File: config.mk
export PLATFORM = sky130hd
export DESIGN_NAME = seg_scan_decoder
export DESIGN_NICKNAME = d
export VERILOG_FILES = /design/src/rtl/seg_scan_decoder.sv
export SDC_FILE = /design/constraint.sdc
export NUM_CORES = 1
export LEC_CHECK = 0
export ABC_AREA = 1
export CORE_UTILIZATION = 45
export CTS_BUF_LIST = sky130_fd_sc_hd__clkbuf_4
export CTS_CLUSTER_DIAMETER = 100
export CTS_CLUSTER_SIZE = 30
export DETAILED_ROUTE_END_ITERATION = 7
export HOLD_SLACK_MARGIN = 0.06
export PLACE_DENSITY = 0.79
export RECOVER_POWER = 25
export SLEW_MARGIN = 0
export SYNTH_ARGS = -nofsm -noshare
export SYNTH_HDL_FRONTEND = slang
export SYNTH_SLANG_ARGS = --single-unit
File: constraint.sdc
create_clock -name clk -period 6.24 [get_ports clk]
set_input_delay 1.248 -clock clk [delete_from_list [all_inputs] [get_ports clk]]
set_output_delay 1.248 -clock clk [all_outputs]
set_load 0.02 [all_outputs]
File: src/rtl/seg_scan_decoder.sv
// seg_scan_decoder: monitors a multiplexed 8-digit seven-segment bus and keeps a decoded shadow of the display
module seg_scan_decoder #(
    parameter int SETTLE = 4
) (
    input  logic        clk,
    input  logic        rst,
    input  logic [7:0]  an,
    input  logic [7:0]  seg,
    input  logic        clr_err,
    output logic [31:0] hex,
    output logic [7:0]  dp,
    output logic [7:0]  valid,
    output logic [7:0]  blank,
    output logic        upd,
    output logic [2:0]  upd_idx,
    output logic        frame_done,
    output logic        err_code,
    output logic        err_an
);
    localparam logic [7:0] SET = 8'(SETTLE);
    localparam logic [6:0] GLYPH [16] = '{7'h3F, 7'h06, 7'h5B, 7'h4F, 7'h66, 7'h6D, 7'h7D, 7'h07,
                                          7'h7F, 7'h6F, 7'h77, 7'h7C, 7'h39, 7'h5E, 7'h79, 7'h71};
    logic [7:0] prevAn, prevSeg, count, nextCount, seen, seenNext;
    logic       oneHot, same, capture, hit;
    logic [2:0] idx;
    logic [3:0] val;
    logic [6:0] lit;

    // qualify the sample, advance the stability count and decode the lit pattern
    always_comb begin
        oneHot = an != 8'hFF && (((~an) & ((~an) - 8'd1)) == 8'h00);
        same = {an, seg} == {prevAn, prevSeg};
        nextCount = !oneHot ? 8'd0 : !same ? 8'd1 : count >= SET ? SET : count + 8'd1;
        capture = oneHot && nextCount == SET && !(same && count == SET);
        idx = 3'd0;
        for (int i = 0; i < 8; i++) if (!an[i]) idx = 3'(i);
        lit = ~seg[6:0];
        hit = 1'b0;
        val = 4'd0;
        for (int i = 0; i < 16; i++) if (lit == GLYPH[i]) begin hit = 1'b1; val = 4'(i); end
        seenNext = seen | (8'd1 << idx);
    end

    // sample history, capture into the shadow, frame tracking and sticky errors
    always_ff @(posedge clk or posedge rst) begin
        if (rst) begin
            prevAn     <= 8'hFF;
            prevSeg    <= 8'hFF;
            count      <= 8'd0;
            seen       <= 8'd0;
            hex        <= 32'd0;
            dp         <= 8'd0;
            valid      <= 8'd0;
            blank      <= 8'd0;
            upd        <= 1'b0;
            upd_idx    <= 3'd0;
            frame_done <= 1'b0;
            err_code   <= 1'b0;
            err_an     <= 1'b0;
        end else begin
            prevAn     <= an;
            prevSeg    <= seg;
            count      <= nextCount;
            upd        <= capture;
            upd_idx    <= idx;
            frame_done <= capture && seenNext == 8'hFF;
            if (capture) begin
                seen       <= seenNext == 8'hFF ? 8'h00 : seenNext;
                dp[idx]    <= ~seg[7];
                valid[idx] <= hit;
                blank[idx] <= lit == 7'h00;
                if (hit) hex[{idx, 2'b00} +: 4] <= val;
            end
            err_code <= (capture && !hit && lit != 7'h00) || (err_code && !clr_err);
            err_an   <= (an != 8'hFF && !oneHot) || (err_an && !clr_err);
        end
    end
endmodule

Word-level counts from Yosys, hierarchy flattened
Cells that the tools add are included.
{"block": "word_totals", "wordCells": 117, "input_bits": 19, "regBits": 95, "output_inout_bits": 63}
{"block": "op_classes", "magnitude_cmp": 3, "n_eq_ne": 21, "addsub": 3, "reduce_logical": 21, "bitwise_logic": 5, "n_shift": 3, "mux": 48}
{"operator": "equality test 7 bit (second input constant)", "n": 12}
{"operator": "2-to-1 mux 4 bit", "n": 14}
{"operator": "bitwise mux 32 bit", "n": 1}
{"operator": "2-to-1 mux 8 bit", "n": 4}
{"operator": "variable shift 4 x 7 -> 32 bit (first input constant)", "n": 1}
{"operator": "indexed part select 4 x 7 -> 32 bit", "n": 1}
{"operator": "bitwise mux 8 bit", "n": 3}
{"operator": "2-to-1 mux 1 bit", "n": 19}
{"operator": "2-to-1 mux 3 bit", "n": 6}
{"operator": "equality test 16 bit", "n": 1}
{"operator": "equality test 8 x 3 -> 1 bit (second input constant)", "n": 2}
{"operator": "equality test 7 x 3 -> 1 bit (second input constant)", "n": 2}
{"operator": "equality test 7 x 6 -> 1 bit (second input constant)", "n": 2}
{"operator": "logical AND 1 bit", "n": 11}
{"operator": "adder 8 x 1 -> 8 bit (second input constant)", "n": 1}
{"operator": "bitwise AND 8 bit", "n": 1}
{"operator": "equality test 8 bit (second input constant)", "n": 1}
{"operator": ">= comparator 8 x 3 -> 1 bit (second input constant)", "n": 1}
{"operator": "zero test 8 bit", "n": 1}
{"operator": "!= test 8 bit (second input constant)", "n": 1}
{"operator": "NOT 8 bit", "n": 1}
{"operator": "bitwise OR 8 bit", "n": 1}
{"operator": "left shift 1 x 3 -> 8 bit (first input constant)", "n": 1}
{"operator": "subtractor 8 x 1 -> 8 bit (second input constant)", "n": 1}
{"operator": "11 further kinds", "n": 15}

Logic depth before layout (Yosys ltp)
{"block": "logic_depth", "word_depth": 22, "ltp_mapped": 15, "mapped_depth_nobuf": 15}

Least setup slack after synthesis
Ideal clock, no wire load.
{"block": "synth_path", "kind": "input -> register", "start": "in an[1]", "end": "reg hex[16]", "t_arrival_ns": 3.248, "stages": 15, "n_path_buf": 1, "required_time_ns": 6.121, "path_slack_ns": 2.873, "setup_ns": 0.119, "cell_sequence": "inv_1 a21oi_1 o21ai_1 a21oi_2 clkbuf_1 ha_1 ha_1 inv_1 nand2_1 inv_1 nand2_1 nor3_1 nand3_2 nand2_1 nand2_1"}
{"block": "synth_between", "elab_chain_len": 10, "word_cells_on_any_way": 26, "cone_classes": "add/sub (2); eq/ne (3); shift (2); mux (10); bitwise (2); reduce/logical (7)"}
{"item": "start: declaration", "line": "7", "source": "input logic [7:0] an,"}
{"item": "2-to-1 mux 1 bit / NOT 8 bit (equally long branches)", "line": "36, 31"}
{"item": "2-to-1 mux 3 bit / subtractor 8 x 1 -> 8 bit (equally long branches)", "line": "36, 31"}
{"item": "2-to-1 mux 3 bit / bitwise AND 8 bit (equally long branches)", "line": "36, 31"}
{"item": "2-to-1 mux 3 bit / zero test 8 bit (equally long branches)", "line": "36, 31"}
{"item": "2-to-1 mux 3 bit / logical AND 1 bit (equally long branches)", "line": "36, 31"}
{"item": "2-to-1 mux 3 bit / 2-to-1 mux 8 bit (equally long branches)", "line": "36, 33"}
{"item": "2-to-1 mux 3 bit / equality test 8 x 3 -> 1 bit (equally long branches)", "line": "36, 34"}
{"item": "negator 5 -> 7 bit / logical AND 1 bit (equally long branches)", "line": "72, 34"}
{"item": "indexed part select 4 x 7 -> 32 bit, or another cell as far along", "line": "72", "source": "if (hit) hex[{idx, 2'b00} +: 4] <= val;"}
{"item": "bitwise mux 32 bit / AND reduction 2 bit (equally long branches)"}
{"item": "end signal: indexed assignment", "line": "72"}
{"item": "end: declaration", "line": "10", "source": "output logic [31:0] hex,"}
Several ways; a longest one is shown, not always the timed one.
A chain may end at the register's enable or synchronous reset.

Worst setup path after layout
{"block": "layout_path", "start": "in an[1]", "end": "reg hex[0]"}
The elaborated chain is that of the path after synthesis.

==> results by stage <==
Run status:
- The run finished, with violations left.
- The final reports fail on max-capacitance violations, max-slew violations.

Timing:
- The maximum clock skew at final layout is around 20 ps.
- Measured against its own limit, the worst slew margin works out to -4.709%.
- The maximum operating frequency is 230.9 MHz.
- For the final routed database, the setup TNS stands at 0 ps.
- For the finished layout, the period the worst path requires is 4332 ps.
- The final-report max-slew violation count came to 37.
- The number of endpoints with negative hold slack in the final report is 0.
- Setup repair after global routing left no endpoint under its margin.
- For the pin with the worst max-slew slack, the measured transition is 1562 ps.
- Of the available clock period, the critical path in the final layout requires 69.42%.
- The number of setup violations in the final report is 0.

Die:
- The core footprint is 10,320 um^2.
- The floorplan step defined a die boundary enclosing 11,100 um^2.
- The horizontal extent of the die is 105.4 um.
- The height of the die is around 110 um.
- 82 I/O pins were placed.
- The initial core utilization is 46.58%.
- The cell row count is 37.

Cells and area:
- 0 antenna diodes ended up in the layout.
- The final core utilization is 57.19%.
- The post-layout net count is 735.
- The count of filler cells inserted in the layout is approximately 940.
- The area added between synthesis and finish is 22.79%.
- The post-route netlist has a little under a tenth of its cells at a drive strength greater than 1.

Route:
- The antenna violation net count after detailed routing is 0.
- The ratio of routed vias to standard cells is 5.173.
- For this block, the routed nets add up to 11,550 um of wire.
- The number of iterations in the first detailed-routing pass is 5.
- The remaining design rule violation count is 0.
- The total via count in the routed design is approximately 4,400.
- In the final routed layout, each cell accounts on average for around 14 um.
- The count of routing violations after the opening detailed-route iteration is 243.

Critical path:
- STA classifies the critical path startpoint as an input pin.
- The critical path is of the input pin to flip-flop type.
- At the worst endpoint, the required time is 6650 ps.
- The endpoint class of the critical path is a flip-flop.
- STA puts the critical path data arrival time at approximately 4700 ps.
- In this run the worst path has a maximum fanout of 18.

Logic synthesis:
- After synthesis, the share of flip-flops with an asynchronous set or reset is 100.0%.
- Counting flops and latches in the post-synthesis netlist gives 95.
- The most used flip-flop cell after synthesis is sky130_fd_sc_hd__dfrtp_1.
- Counting flops with a built-in enable in the synthesized netlist gives 0.
- Ranked by total cell area, the synthesized netlist is headed by sky130_fd_sc_hd__dfrtp_1 41%, sky130_fd_sc_hd__nand2_1 17%, sky130_fd_sc_hd__dfstp_2 8.7%, sky130_fd_sc_hd__nand4_1 5.6%, sky130_fd_sc_hd__inv_1 4.8%.
- Sorting the synthesized cells by how often they occur yields 215 x sky130_fd_sc_hd__nand2_1, 79 x sky130_fd_sc_hd__dfrtp_1, 62 x sky130_fd_sc_hd__inv_1.
- After synthesis, the mean cell area works out to 7.755 um^2.
- Of all cell types, the one taking the most synthesized area is sky130_fd_sc_hd__dfrtp_1.
- The area share of the leading cell type in the synthesized netlist is 41.11%.
- After synthesis, flip-flops and latches occupy between 40% and 50% of the total area.
- The synthesized netlist contains 28 unique library cells.
- Synthesis produced a netlist whose cell count is 620.
- In this run the cell area of the synthesized design comes to approximately 4800 um^2.
- The leading cell type by number of instances after synthesis is sky130_fd_sc_hd__nand2_1.
- The total of warnings raised by yosys is 0.

Placement:
- The count of buffers inserted at the top-level ports is 81.
- The HPWL after detailed placement is 8637 um.
- The weighted congestion reported at the end of routability-driven placement is a little over 0.9.

Pwr:
- In this run switching power makes up approximately a quarter of total power.
- Summed over all nets, the switching power comes to a little under 300 uW.
- The total internal power is around 820 uW.
- The part of the power in registers is 56.7%.
- The total power per unit cell area is 188.8 nW/um^2.
- The share of total power dissipated in combinational logic is 9.6%.
- The worst supply voltage drop on vdd is 0.00009962 V.
- The leakage power is 2.981 nW.
- The share of total power in the clock network is 33.7%.

GRT:
- The initial antenna violation count is 0.
- The first global-routing pass estimated 19,750 um of wire.
- Global routing finished with a remaining overflow of 0.
- The number of global-route vias before repair is 4,254.
- Global routing used 22.62% of the available tracks.
- Entering global routing, the biggest net connects 61 pins.

Clock network:
- The total of hold buffers inserted after clock tree synthesis is 0.
- The maximum buffer depth of the clock tree is 2.
- Clock-pin slew was measured on the worst setup and hold paths at roughly 150 ps.
- The setup fix buffers added after clock tree synthesis is 0.
- The root buffer cell is sky130_fd_sc_hd__clkbuf_4.
- Post-CTS repair changed the size of 0 cells.
- The deepest level of the CTS H-tree is 3.
- The TritonCTS clock tree is yes.
- The clock reaches the later pin of the worst-skew pair after 460 ps.
- The number of buffers added by the clock tree synthesis step is 9.
- The CTS sink count is 95.

Hold path:
- In this run the worst hold path is classified as flip-flop to flip-flop.

Flow run:
- The total of max-cap violations is 1.
==> power by group through the flow <==
stage	sequential [mW]	clock (mW)	combinational (mW)
detailed placement	0.643	0	0.109
floorplan	0.643	0	0.0684
finish	0.632	0.376	0.107
CTS	0.632	0.381	0.110
global route	0.633	0.405	0.121
global placement	0.642	0	0.107
==> critical path: stages <==
cell and delay, ps:
sky130_fd_sc_hd__dlygate4sd3_1 620, sky130_fd_sc_hd__inv_1 110, sky130_fd_sc_hd__a21oi_1 160, sky130_fd_sc_hd__o21ai_1 100
sky130_fd_sc_hd__a21oi_2 670, sky130_fd_sc_hd__ha_1 300, sky130_fd_sc_hd__ha_1 420, sky130_fd_sc_hd__clkinv_1 340
sky130_fd_sc_hd__nor3_1 490, sky130_fd_sc_hd__nand4_1 180, sky130_fd_sc_hd__nand2_1 110
==> per-stage QoR <==
| stage | power, mW | hold WS (ps) | std cells | area (um^2) | worst slack, ps |
|---|---|---|---|---|---|
| after floorplan | 0.7117 | 486.4 | 624 | 4823 | 2541 |
| after global placement | 0.7490 | 459.0 | 833 | 5757 | 1836 |
| after detailed placement | 0.7521 | 460.1 | 833 | 5757 | 1590 |
| after CTS | 1.122 | 492.6 | 849 | 5917 | 2058 |
| after global routing | 1.159 | 528.4 | 849 | 5904 | 1721 |
| final | 1.115 | 486.4 | 849 | 5904 | 1908 |
==> state kept, by name, summed over array words and instances (netlist names) <==
signal      flops
frame_done      1
err_an          1
prevSeg         8
valid           8
seen            8
dp              8
err_code        1
prevAn          8
hex            32
blank           8
upd_idx         3
upd             1
count           8
==> worst paths after layout <==
check / startpoint / depth (start not counted) / to / slack (ps)
worst min register to register: dp[4] / 2 / dp[4] / 490
worst min-delay path: dp[4] / 2 / dp[4] / 490
max in group asynchronous: rst / 3 / valid[2] / 3290
min in group asynchronous: rst / 2 / hex[24] / 1580
worst max-delay path: an[1] / 11 / hex[0] / 1910
worst max register to register: prevSeg[4] / 14 / hex[31] / 3640
==> cell usage in the layout (no fill, tap or decap), types with 7 or more instances in the layout <==
| cell | count |
|---|---|
| sky130_fd_sc_hd__nand2_1 | 216 |
| sky130_fd_sc_hd__dfrtp_1 | 79 |
| sky130_fd_sc_hd__clkdlybuf4s50_1 | 64 |
| sky130_fd_sc_hd__nor2_1 | 62 |
| sky130_fd_sc_hd__inv_1 | 61 |
| sky130_fd_sc_hd__nand4_1 | 43 |
| sky130_fd_sc_hd__nand3_1 | 41 |
| sky130_fd_sc_hd__nor3_1 | 18 |
| sky130_fd_sc_hd__dlygate4sd3_1 | 17 |
| sky130_fd_sc_hd__dfstp_2 | 16 |
| sky130_fd_sc_hd__inv_2 | 12 |
| sky130_fd_sc_hd__o21ai_0 | 11 |
| sky130_fd_sc_hd__clkbuf_4 | 10 |
| sky130_fd_sc_hd__a21oi_1 | 9 |
| sky130_fd_sc_hd__ha_1 | 8 |
| sky130_fd_sc_hd__o21ai_1 | 7 |
==> routing by layer <==
layer | up-vias | routed length, um | track usage, %
met5 | - | 0 | 0
li1 | 2154 | - | -
met1 | 2058 | 5218 | 30.08
met4 | 0 | 250 | 9.457
met2 | 154 | 5421 | 36.70
met3 | 26 | 659 | 3.711
==> final cells by class <==
type	count	area [um^2]	area share [%]
Clock buffer	10	75.07	1.271
Clock inverter	6	85.08	1.441
Inverter	77	290.3	4.916
Multi-Input combinational cell	442	2061	34.90
Sequential cell	95	2397	40.60
Tap cell	136	170.2	2.882
Timing Repair Buffer	83	825.8	13.99
==> cells by family after synthesis <==
family,Yosys count,share of synthesized area [%]
and+or+nand+nor,400,37.34
AOI/OAI and AO/OA,29,3.174
other,1,0.07799
adders and majority gates,8,2.082
DFF,95,49.86
buffers and inverters,87,7.468
Power figures use the tool's default switching activity.
